File: config.mk
export PLATFORM = sky130hd
export DESIGN_NAME = fft_fifo_frame_ctrl
export DESIGN_NICKNAME = d
export VERILOG_FILES = /design/src/rtl/fft_fifo_frame_ctrl.sv
export SDC_FILE = /design/constraint.sdc
export NUM_CORES = 1
export LEC_CHECK = 0
export ABC_AREA = 1
export CORE_MARGIN = 8
export CORE_UTILIZATION = 25
export CTS_BUF_LIST = sky130_fd_sc_hd__clkbuf_4 sky130_fd_sc_hd__clkbuf_8 sky130_fd_sc_hd__clkbuf_16
export DETAILED_ROUTE_END_ITERATION = 12
export PLACE_DENSITY = 0.54
export SLEW_MARGIN = 25
export SYNTH_ARGS = -nofsm -noshare
export SYNTH_HDL_FRONTEND = slang
export SYNTH_SLANG_ARGS = --single-unit
File: constraint.sdc
create_clock -name clk -period 4.48 [get_ports clk]
set_clock_uncertainty 0.2 [all_clocks]
set_input_delay 1.12 -clock clk [delete_from_list [all_inputs] [get_ports clk]]
set_output_delay 1.12 -clock clk [all_outputs]
set_load 0.02 [all_outputs]
File: src/rtl/fft_fifo_frame_ctrl.sv
// Frame sequencer for the FFT sample FIFO: captures one frame of ADC samples, drains it to the FFT
// over valid/ready with a last marker, and handles overflow and abort/flush. Optional macro: FFT_FIFO_CTRL_DECIM_EN.
module fft_fifo_frame_ctrl #(
  parameter int DATA_W    = 32,
  parameter int DEPTH_W   = 10,
  parameter int FRAME_LEN = 1024
) (
  input  logic              clk,
  input  logic              rst_n,
  input  logic              start,
  input  logic              cont,
  input  logic              abort,
`ifdef FFT_FIFO_CTRL_DECIM_EN
  input  logic [7:0]        decim,
`endif
  input  logic              adc_valid,
  input  logic [DATA_W-1:0] adc_data,
  output logic              fifo_wr_en,
  output logic [DATA_W-1:0] fifo_wr_data,
  input  logic              fifo_wr_full,
  output logic              fifo_rd_en,
  input  logic [DATA_W-1:0] fifo_rd_data,
  input  logic              fifo_rd_empty,
  output logic              fft_tvalid,
  output logic [DATA_W-1:0] fft_tdata,
  output logic              fft_tlast,
  input  logic              fft_tready,
  output logic              busy,
  output logic              overflow,
  output logic [15:0]       frame_cnt
);

  localparam int CW = $clog2(FRAME_LEN + 1);
  localparam logic [CW-1:0] LEN  = CW'(FRAME_LEN);
  localparam logic [CW-1:0] LAST = CW'(FRAME_LEN - 1);

  localparam logic [1:0] S_IDLE  = 2'd0;
  localparam logic [1:0] S_FILL  = 2'd1;
  localparam logic [1:0] S_DRAIN = 2'd2;
  localparam logic [1:0] S_FLUSH = 2'd3;

  if (FRAME_LEN < 2 || FRAME_LEN > (1 << DEPTH_W)) begin : g_frame_len_check
    $error("FRAME_LEN must lie in 2..2**DEPTH_W");
  end

  logic [1:0]        state, state_next;
  logic [CW-1:0]     wr_cnt, rd_left, tx_cnt;
  logic [DATA_W-1:0] skid0, skid1;
  logic [1:0]        occ, occ_after;
  logic              inflight;
  logic              overflow_reg;
  logic [15:0]       frame_cnt_reg;

  logic in_fill, in_drain, in_flush;
  logic phase_zero, eligible, pop, push, rd_drain;
  logic final_write, last_accept, start_ok, clear_frame, enter_drain;

  assign in_fill  = (state == S_FILL);
  assign in_drain = (state == S_DRAIN);
  assign in_flush = (state == S_FLUSH);

`ifdef FFT_FIFO_CTRL_DECIM_EN
  logic [7:0] phase, decim_reg;
  assign phase_zero = (phase == 8'd0);

  // Phase advances on every strobe seen in FILL, including ones dropped for a full FIFO.
  always_ff @(posedge clk or negedge rst_n) begin
    if (!rst_n) begin
      phase     <= 8'd0;
      decim_reg <= 8'd0;
    end else begin
      if (start_ok)
        decim_reg <= decim;
      if (clear_frame)
        phase <= 8'd0;
      else if (in_fill && adc_valid)
        phase <= (phase == decim_reg) ? 8'd0 : phase + 8'd1;
    end
  end
`else
  assign phase_zero = 1'b1;
`endif

  assign eligible     = adc_valid && phase_zero;
  assign fifo_wr_en   = in_fill && eligible && !fifo_wr_full;
  assign fifo_wr_data = fifo_wr_en ? adc_data : '0;

  assign fft_tvalid = in_drain && (occ != 2'd0);
  assign fft_tdata  = skid0;
  assign fft_tlast  = fft_tvalid && (tx_cnt == LAST);

  assign pop       = fft_tvalid && fft_tready;
  assign push      = in_drain && inflight;
  assign occ_after = occ - {1'b0, pop};
  // Reserve a slot for every outstanding read so back-pressure can never overrun the skid buffer.
  assign rd_drain  = in_drain && !fifo_rd_empty && (rd_left != '0) &&
                     ((occ_after + {1'b0, inflight}) <= 2'd1);
  assign fifo_rd_en = rd_drain || (in_flush && !fifo_rd_empty);

  assign final_write = fifo_wr_en && (wr_cnt == LAST);
  assign last_accept = pop && (tx_cnt == LAST);
  assign start_ok    = (state == S_IDLE) && start && !abort;
  assign clear_frame = (state_next == S_FILL) && (state != S_FILL);
  assign enter_drain = (state_next == S_DRAIN) && (state != S_DRAIN);

  assign busy      = (state != S_IDLE);
  assign overflow  = overflow_reg;
  assign frame_cnt = frame_cnt_reg;

  always_comb begin
    state_next = state;
    if (abort) begin
      state_next = S_FLUSH;
    end else begin
      case (state)
        S_IDLE:  if (start) state_next = S_FILL;
        S_FILL:  if (final_write) state_next = S_DRAIN;
        S_DRAIN: if (last_accept) state_next = cont ? S_FILL : S_IDLE;
        S_FLUSH: if (fifo_rd_empty && !inflight) state_next = S_IDLE;
        default: state_next = S_IDLE;
      endcase
    end
  end

  always_ff @(posedge clk or negedge rst_n) begin
    if (!rst_n) begin
      state         <= S_IDLE;
      wr_cnt        <= '0;
      rd_left       <= '0;
      tx_cnt        <= '0;
      inflight      <= 1'b0;
      overflow_reg  <= 1'b0;
      frame_cnt_reg <= 16'd0;
    end else begin
      state    <= state_next;
      inflight <= fifo_rd_en;

      if (clear_frame)
        wr_cnt <= '0;
      else if (fifo_wr_en)
        wr_cnt <= wr_cnt + CW'(1);

      if (enter_drain)
        rd_left <= LEN;
      else if (rd_drain)
        rd_left <= rd_left - CW'(1);

      if (enter_drain)
        tx_cnt <= '0;
      else if (pop)
        tx_cnt <= tx_cnt + CW'(1);

      if (start_ok)
        overflow_reg <= 1'b0;
      else if (in_fill && eligible && fifo_wr_full)
        overflow_reg <= 1'b1;

      if (last_accept && !abort)
        frame_cnt_reg <= frame_cnt_reg + 16'd1;
    end
  end

  // Head word always sits in skid0; anything not bound for DRAIN next cycle is discarded.
  always_ff @(posedge clk or negedge rst_n) begin
    if (!rst_n) begin
      occ   <= 2'd0;
      skid0 <= '0;
      skid1 <= '0;
    end else if (state_next != S_DRAIN) begin
      occ <= 2'd0;
    end else begin
      case ({push, pop})
        2'b10: begin
          if (occ == 2'd0) skid0 <= fifo_rd_data;
          else             skid1 <= fifo_rd_data;
          occ <= occ + 2'd1;
        end
        2'b01: begin
          skid0 <= skid1;
          occ   <= occ - 2'd1;
        end
        2'b11: begin
          if (occ == 2'd1) begin
            skid0 <= fifo_rd_data;
          end else begin
            skid0 <= skid1;
            skid1 <= fifo_rd_data;
          end
        end
        default: ;
      endcase
    end
  end

endmodule

Word-level counts from Yosys, hierarchy flattened. Index checks and enable logic that the tools add are counted. W data, S select, Z words.

Logic and storage cells: 99. Output and inout port bits: 86. Bits of input ports: 73. Bits in registers: 119.

Mux-type cells: 24. Magnitude comparators: 1. Bitwise operators: 1. Add/subtract/negate cells: 8. Reduce and logical (&&, ||, !) cells: 38. Equality and inequality tests: 17.

Operators by type and width (count): $mux W32 (5); $pmux W32 S3 (1); $mux W11 (6); $pmux W32 S2 (1); $add A11 B1 Y11 const B (2); $eq A11 B10 Y1 const B (2); $logic_and A1 B1 Y1 (19); $add A16 B1 Y16 const B (1); $reduce_bool A2 Y1 (7); $mux W2 (6); $reduce_bool A11 Y1 (1); $sub A11 B1 Y11 const B (1); $eq A2 B2 Y1 const B (5); $ne A2 B2 Y1 const B (5); $eq A2 B1 Y1 const B (4); $pmux W2 S4 (1); $reduce_bool A3 Y1 (2); $logic_not A1 Y1 (4); $logic_not A2 Y1 (2); $pmux W2 S2 (1); $reduce_and A4 Y1 (1); $mux W1 (3); $reduce_and A3 Y1 (1); $add A2 B1 Y2 (1); 7 further kinds (7).

Longest topological paths before layout. Gate-level depths: netlist (run 1).

Depth after elaboration: 10. Mapped depth: 16. Depth with buffers taken out: 13.

Worst setup path before layout (run 1). Ideal clock, no wire load.

Path type: input-to-output. Start: input fft_tready. End: output fifo_rd_en. Buffers on the path: 2. Data required time: 3.160 ns. Setup slack: 0.175 ns. Arrival time: 2.985 ns. Stages: 10. Cell sequence: inv_1 -> nor2_1 -> buf_2 -> buf_2 -> ha_1 -> or2_2 -> xor2_1 -> nor2_1 -> inv_1 -> o21ai_0.

Word-level cells in the longest chain between the ends: 6.

RTL lines: start, declared (RTL line 27) `input logic fft_tready,`; $logic_and A1 B1 Y1 (RTL line 92) `assign pop = fft_tvalid && fft_tready;`; $sub A2 B1 Y2 (RTL line 94) `assign occ_after = occ - {1'b0, pop};`; $add A2 B1 Y2 (RTL line 97) `((occ_after + {1'b0, inflight}) <= 2'd1);`; $le A2 B1 Y1 (RTL line 97); $logic_and A1 B1 Y1 (RTL line 96) `assign rd_drain = in_drain && !fifo_rd_empty && (rd_left != '0) &&`; $logic_or A1 B1 Y1 (RTL line 98) `assign fifo_rd_en = rd_drain || (in_flush && !fifo_rd_empty);`; end, declared (RTL line 21) `output logic fifo_rd_en,`.

No other way between the ends.

Worst setup path in the final report (run 1). Ends and elaborated chain as after synthesis.

==> out/results.ini, run 1 <==
[critical_path]
cp_max_fo = 4
worst-path-stages = 10
crit_arrival_ps = 3040
slowest_stage = clkdlybuf4s50_1
critical_path_required_ps = 3160
worst-path-buf-inv = 4
cpPeakStageDelay_ps = 520
path_cells = clkdlybuf4s50_1 -> inv_1 -> nor2_4 -> ha_1 -> or2_2 -> xor2_1 -> nor2_1 -> inv_1 -> o21ai_2 -> buf_4
path_class = in -> out
startpoint_type = input pin
reg2reg_depth = 14
cp_common_cell = inv_1
endpoint_kind = primary output
cp_top_family = buffers and inverters

[pwr]
p_switching_w = 0.00134
power.total_w = 0.00408
pwr-share-seq = 0.374
power_frac_comb = 0.274
internal_power_w = 0.00274
p_sw_frac = 0.328
irDropWorstVdd_v = 0.000294
cellPowerDensity_nw_per_um2 = 458
leakage_nw = 4.26
pwr-share-clk = 0.352

[timing]
slew_violations = 0
fin_crit_sh = 0.972
worstMarginPinSlew_ps = 792
slew_headroom = 0.472
setup_tns_ps = 0
max_freq_mhz = 230
timing.final.hold_violations = 0
rsz0062_at_grt = no
setup_viol = 0
fin_crit_ps = 4360

[finish]
syn_to_final_growth_pct = 40.6
layout_common_cells = nand2_1, clkdlybuf4s50_1, dfrtp_1
fin_util = 0.356
fillers = 2612
nets = 1066
antenna_cells = 0
final_common_cell = nand2_1
drive_above_1_share = 0.0614

[cts]
cts_tree = done
clk_pin_slew_ps = 50
postCtsHoldBufs = 0
cts_buffers = 17
cts_sinks = 119
clockBufferDepth = 2
clk_latency_ps = 410
root_buffer = clkbuf_16
htree_levels = 4
postCtsSetupBuffers = 0

[floorplanning]
row_count = 58
num_io_pins = 159
die_width_um = 175
coreArea_um2 = 25000
dieHeight_um = 175
start_util = 0.253
die_area_um2 = 30700

[routing]
routed-via-count = 5729
drt_iter0_drc = 422
wl_per_cell_um = 13.9
post-route-drc-count = 0
drt-pass1-iter-count = 4
routed_wl_mm = 18.4
avgViaCountPerCell = 4.33
ant_nets = 0

[global_route]
grt_max_degree = 61
grt-ovfl-total = 0
grt_first_pass_wirelength_mm = 30.5
antenna_found_initial = 0
grtUsageTotal = 0.122
grt_pass1_vias = 5857

[worst_hold_path]
min_path_type = reg -> reg
hold_depth = 2

[logic_synthesis]
synth_fp_nets = 915
syn_area_per_cell_um2 = 7.62
yosysSeqAreaShare = 0.470
syn_inst = 831
ys_types = 33
yosysWarnings = 0
ys_ff_latch = 119
netlist_area_um2 = 6330

[status]
status = finished clean

[place]
hpwl_mm = 12.8
portBuffers = 158
gp_routability_congestion = 0.762

[flow_run]
drv_cap = 0

==> worst paths after layout <==
kind                                                start                   endpoint  slack (ps)
worst max-delay path                           fft_tready                 fifo_rd_en         120
worst min-delay path            fft_tdata[17]$_DFFE_PN0P_  fft_tdata[17]$_DFFE_PN0P_         270
worst max register to register         occ[0]$_DFFE_PN0P_   fft_tdata[1]$_DFFE_PN0P_        1250
worst min register to register  fft_tdata[17]$_DFFE_PN0P_  fft_tdata[17]$_DFFE_PN0P_         270
max in group asynchronous                           rst_n     rd_left[7]$_DFFE_PN0P_        2650
min in group asynchronous                           rst_n  fft_tdata[16]$_DFFE_PN0P_         610
==> timing repair <==
item	4_1_cts	5_1_grt
gates resized for setup	0	2
hold endpoints to repair	0	0
endpoints found under the setup margin	0	1
==> cells by family (layout without fill, tap and decap cells) <==
group	Yosys count	in the layout	synth area share
simple gates	442	442	0.301
buf+inv	148	311	0.0932
flops	119	119	0.470
compound gates	73	73	0.0606
xor+xnor	36	36	0.0498
fa+ha+maj	11	11	0.0217
mux	2	2	0.00316
==> synth_stat cells, drive strengths merged <==
cell / number / area (um^2)
nand2: 208 / 783
nand3: 120 / 618
dfrtp: 119 / 2980
inv: 110 / 413
nor2: 88 / 348
o21ai: 41 / 205
a21oi: 26 / 130
buf: 24 / 125
xor2: 24 / 210
clkbuf: 14 / 52.6
xnor2: 12 / 105
ha: 11 / 138
nand4: 10 / 62.6
nor3: 7 / 35.0
nand3b: 3 / 22.5
nor4: 3 / 18.8
a31oi: 2 / 12.5
mux2i: 2 / 20.0
or2: 2 / 12.5
a21boi: 1 / 7.51
a221oi: 1 / 15.0
nor3b: 1 / 7.51
o21bai: 1 / 7.51
o22ai: 1 / 6.26
==> worst min-delay path: stages (launching register included) <==
cell     delay, ps
dfrtp_1        340
nand2_1         50
nand2_1         50
==> metrics by stage <==
step	area (um^2)	hold slack (ps)	setup WS (ps)	instances
after CTS	8900	272	67.3	1324
after global routing	8910	288	0.602	1324
after global placement	8290	253	144	1293
final	8910	268	124	1324
after floorplan	6330	243	175	831
after detailed placement	8290	258	87.1	1293
==> cell type report <==
cell class	count	area, um^2	share of cell area
clock buffer	18	439	0.0493
clock inverter	13	179	0.0201
inverter	110	413	0.0464
multi-input combinational	564	2810	0.315
sequential	119	2980	0.334
tap	330	413	0.0464
timing repair buffer	170	1680	0.189
==> routing by layer <==
layer / part of all wire / vias to the layer above / global-route usage
met4: 0.0072 / 0 / 0.0233
met1: 0.47 / 2638 / 0.149
li1: - / 2929 / -
met3: 0.080 / 10 / 0.0494
met5: 0 / - / 0
met2: 0.45 / 152 / 0.198
==> power by group through the flow <==
stage	logic, W	clock network [W]	registers [W]
global placement	0.00112	0	0.00153
CTS	0.00114	0.00149	0.00153
global route	0.00127	0.00154	0.00156
finish	0.00112	0.00144	0.00153
floorplan	0.000579	0	0.00161
detailed placement	0.00113	0	0.00154
Note: power is estimated with default switching activity, not from simulation.
==> inputs of run 2 (changes only) <==
SLEW_MARGIN = 10   (was 25)
==> results of run 2 <==
The final DEF is identical to that of run 1; final timing and power are the same.
==> inputs of run 3 (changes only) <==
CTS_CLUSTER_SIZE = 10   (was default)
MAX_ROUTING_LAYER = met4   (was default)
TNS_END_PERCENT = 100   (was default)
==> run 3 against run 2 <==
Net effect: die area unchanged; sequential share of layout area unchanged; count of clock-buffer cells in the layout did not move; global-route usage increased by 0.35 points; utilization stayed put; first-iteration DRC count down 2.4%; combinational power about the same; critical path type unchanged; critical endpoint unchanged.
==> out/results.ini, run 3 (synthesis gave the netlist of run 1 again) <==
[timing]
fin_crit_ps = 4360  ; about the same
setup_viol = 0  ; unchanged
timing.final.hold_violations = 0  ; unchanged
slew_violations = 0  ; unchanged
max_freq_mhz = 230  ; about the same
slew_headroom = 0.472  ; about the same
worstMarginPinSlew_ps = 793  ; was 792 ps
fin_crit_sh = 0.972  ; about the same
rsz0062_at_grt = no  ; unchanged
setup_tns_ps = 0  ; unchanged

[pwr]
leakage_nw = 4.26  ; unchanged
pwr-share-seq = 0.374  ; about the same
p_sw_frac = 0.329  ; was 0.328
irDropWorstVdd_v = 0.000294  ; about the same
cellPowerDensity_nw_per_um2 = 459  ; was 458 nW/um^2
p_switching_w = 0.00134  ; about the same
pwr-share-clk = 0.353  ; was 0.352
power_frac_comb = 0.274  ; about the same
internal_power_w = 0.00274  ; about the same

[floorplanning]
die_area_um2 = 30700  ; unchanged
start_util = 0.253  ; unchanged
coreArea_um2 = 25000  ; unchanged
die_width_um = 175  ; unchanged
num_io_pins = 159  ; unchanged
row_count = 58  ; unchanged
dieHeight_um = 175  ; unchanged

[finish]
final_common_cell = nand2_1  ; unchanged
syn_to_final_growth_pct = 40.6  ; unchanged
antenna_cells = 0  ; unchanged
fin_util = 0.356  ; unchanged
layout_common_cells = nand2_1, clkdlybuf4s50_1, dfrtp_1  ; unchanged
nets = 1066  ; unchanged
fillers = 2612  ; unchanged
drive_above_1_share = 0.0614  ; unchanged

[global_route]
grt-ovfl-total = 0  ; unchanged
grt_pass1_vias = 5852  ; was 5,857
grt_first_pass_wirelength_mm = 30.5  ; about the same
grt_max_degree = 61  ; unchanged
grtUsageTotal = 0.125  ; was 0.122
antenna_found_initial = 0  ; unchanged

[routing]
routed-via-count = 5747  ; was 5,729
drt_iter0_drc = 412  ; was 422
wl_per_cell_um = 13.9  ; about the same
routed_wl_mm = 18.4  ; about the same
post-route-drc-count = 0  ; unchanged
drt-pass1-iter-count = 6  ; was 4
ant_nets = 0  ; unchanged
avgViaCountPerCell = 4.34  ; was 4.33

[status]
status = finished clean  ; unchanged

[cts]
cts_buffers = 17  ; unchanged
root_buffer = clkbuf_16  ; unchanged
htree_levels = 4  ; unchanged
cts_tree = done  ; unchanged
cts_sinks = 119  ; unchanged
clockBufferDepth = 2  ; unchanged
clk_latency_ps = 410  ; about the same
postCtsHoldBufs = 0  ; unchanged
clk_pin_slew_ps = 50  ; about the same

[critical_path]
cp_max_fo = 4  ; unchanged
critical_path_required_ps = 3160  ; about the same
endpoint_kind = primary output  ; unchanged
crit_arrival_ps = 3040  ; about the same
path_class = in -> out  ; unchanged
startpoint_type = input pin  ; unchanged

[place]
portBuffers = 158  ; unchanged
hpwl_mm = 12.8  ; unchanged
gp_routability_congestion = 0.772  ; was 0.762

[flow_run]
drv_cap = 0  ; unchanged

[worst_hold_path]
min_path_type = reg -> reg  ; unchanged

## run 3: cell counts in the layout (fill, tap and decap cells not counted)
Identical to the previous run, type by type.
## run 3: power groups by stage
stage | registers [W] | clock network, W | logic [W]
floorplan | 0.00161 | 0 | 0.000579
global placement | 0.00153 | 0 | 0.00112
detailed placement | 0.00154 | 0 | 0.00113
CTS | 0.00153 | 0.00149 | 0.00114
global route | 0.00156 | 0.00154 | 0.00127
finish | 0.00153 | 0.00144 | 0.00112
## run 3: cell type report
type                       count  area (um^2)  share of cell area
sequential                   119         2980               0.334
clock buffer                  18          439              0.0493
tap                          330          413              0.0464
inverter                     110          413              0.0464
timing repair buffer         170         1680               0.189
clock inverter                13          179              0.0201
multi-input combinational    564         2810               0.315
## run 3: path summary, 6_finish.rpt
| check | cells past startpoint | to | slack [ps] | from |
|---|---|---|---|---|
| worst max-delay path | 10 | fifo_rd_en | 120 | fft_tready |
| worst min-delay path | 2 | fft_tdata[17]$_DFFE_PN0P_ | 270 | fft_tdata[17]$_DFFE_PN0P_ |
| worst max register to register | 14 | fft_tdata[0]$_DFFE_PN0P_ | 1250 | occ[0]$_DFFE_PN0P_ |
| worst min register to register | 2 | fft_tdata[17]$_DFFE_PN0P_ | 270 | fft_tdata[17]$_DFFE_PN0P_ |
| max in group asynchronous | 2 | rd_left[7]$_DFFE_PN0P_ | 2650 | rst_n |
| min in group asynchronous | 1 | fft_tdata[16]$_DFFE_PN0P_ | 610 | rst_n |
## run 3: layer usage
metal	up-vias	part of all wire	global-route usage	routed length [um]
met5	-	0	-	0
met4	0	0.0070	0.0233	129
met3	10	0.072	0.0449	1330
met2	159	0.44	0.198	8190
met1	2649	0.48	0.152	8780
li1	2929	-	-	-
## run 3: worst max-delay path: stages
cell and delay, ps:
clkdlybuf4s50_1 520, inv_1 90, nor2_4 110, ha_1 220, or2_2 300, xor2_1 160, nor2_1 160, inv_1 100
o21ai_2 80, buf_4 160
## run 3: what timing repair did
item | 4_1_cts | 5_1_grt
setup buffers | 0 | 0
gates resized for setup | 0 | 2
endpoints found under the setup margin | 0 | 1
## run 3: stage by stage
step                std cells  instance area (um^2)  hold slack (ps)  total power [W]  worst slack [ps]
finish                   1324                  8910              268          0.00409               124
global placement         1293                  8290              253          0.00266               144
detailed placement       1293                  8290              258          0.00267              87.1
floorplan                 831                  6330              243          0.00219               175
CTS                      1324                  8900              272          0.00415              67.3
global route             1324                  8910              288          0.00437             0.602
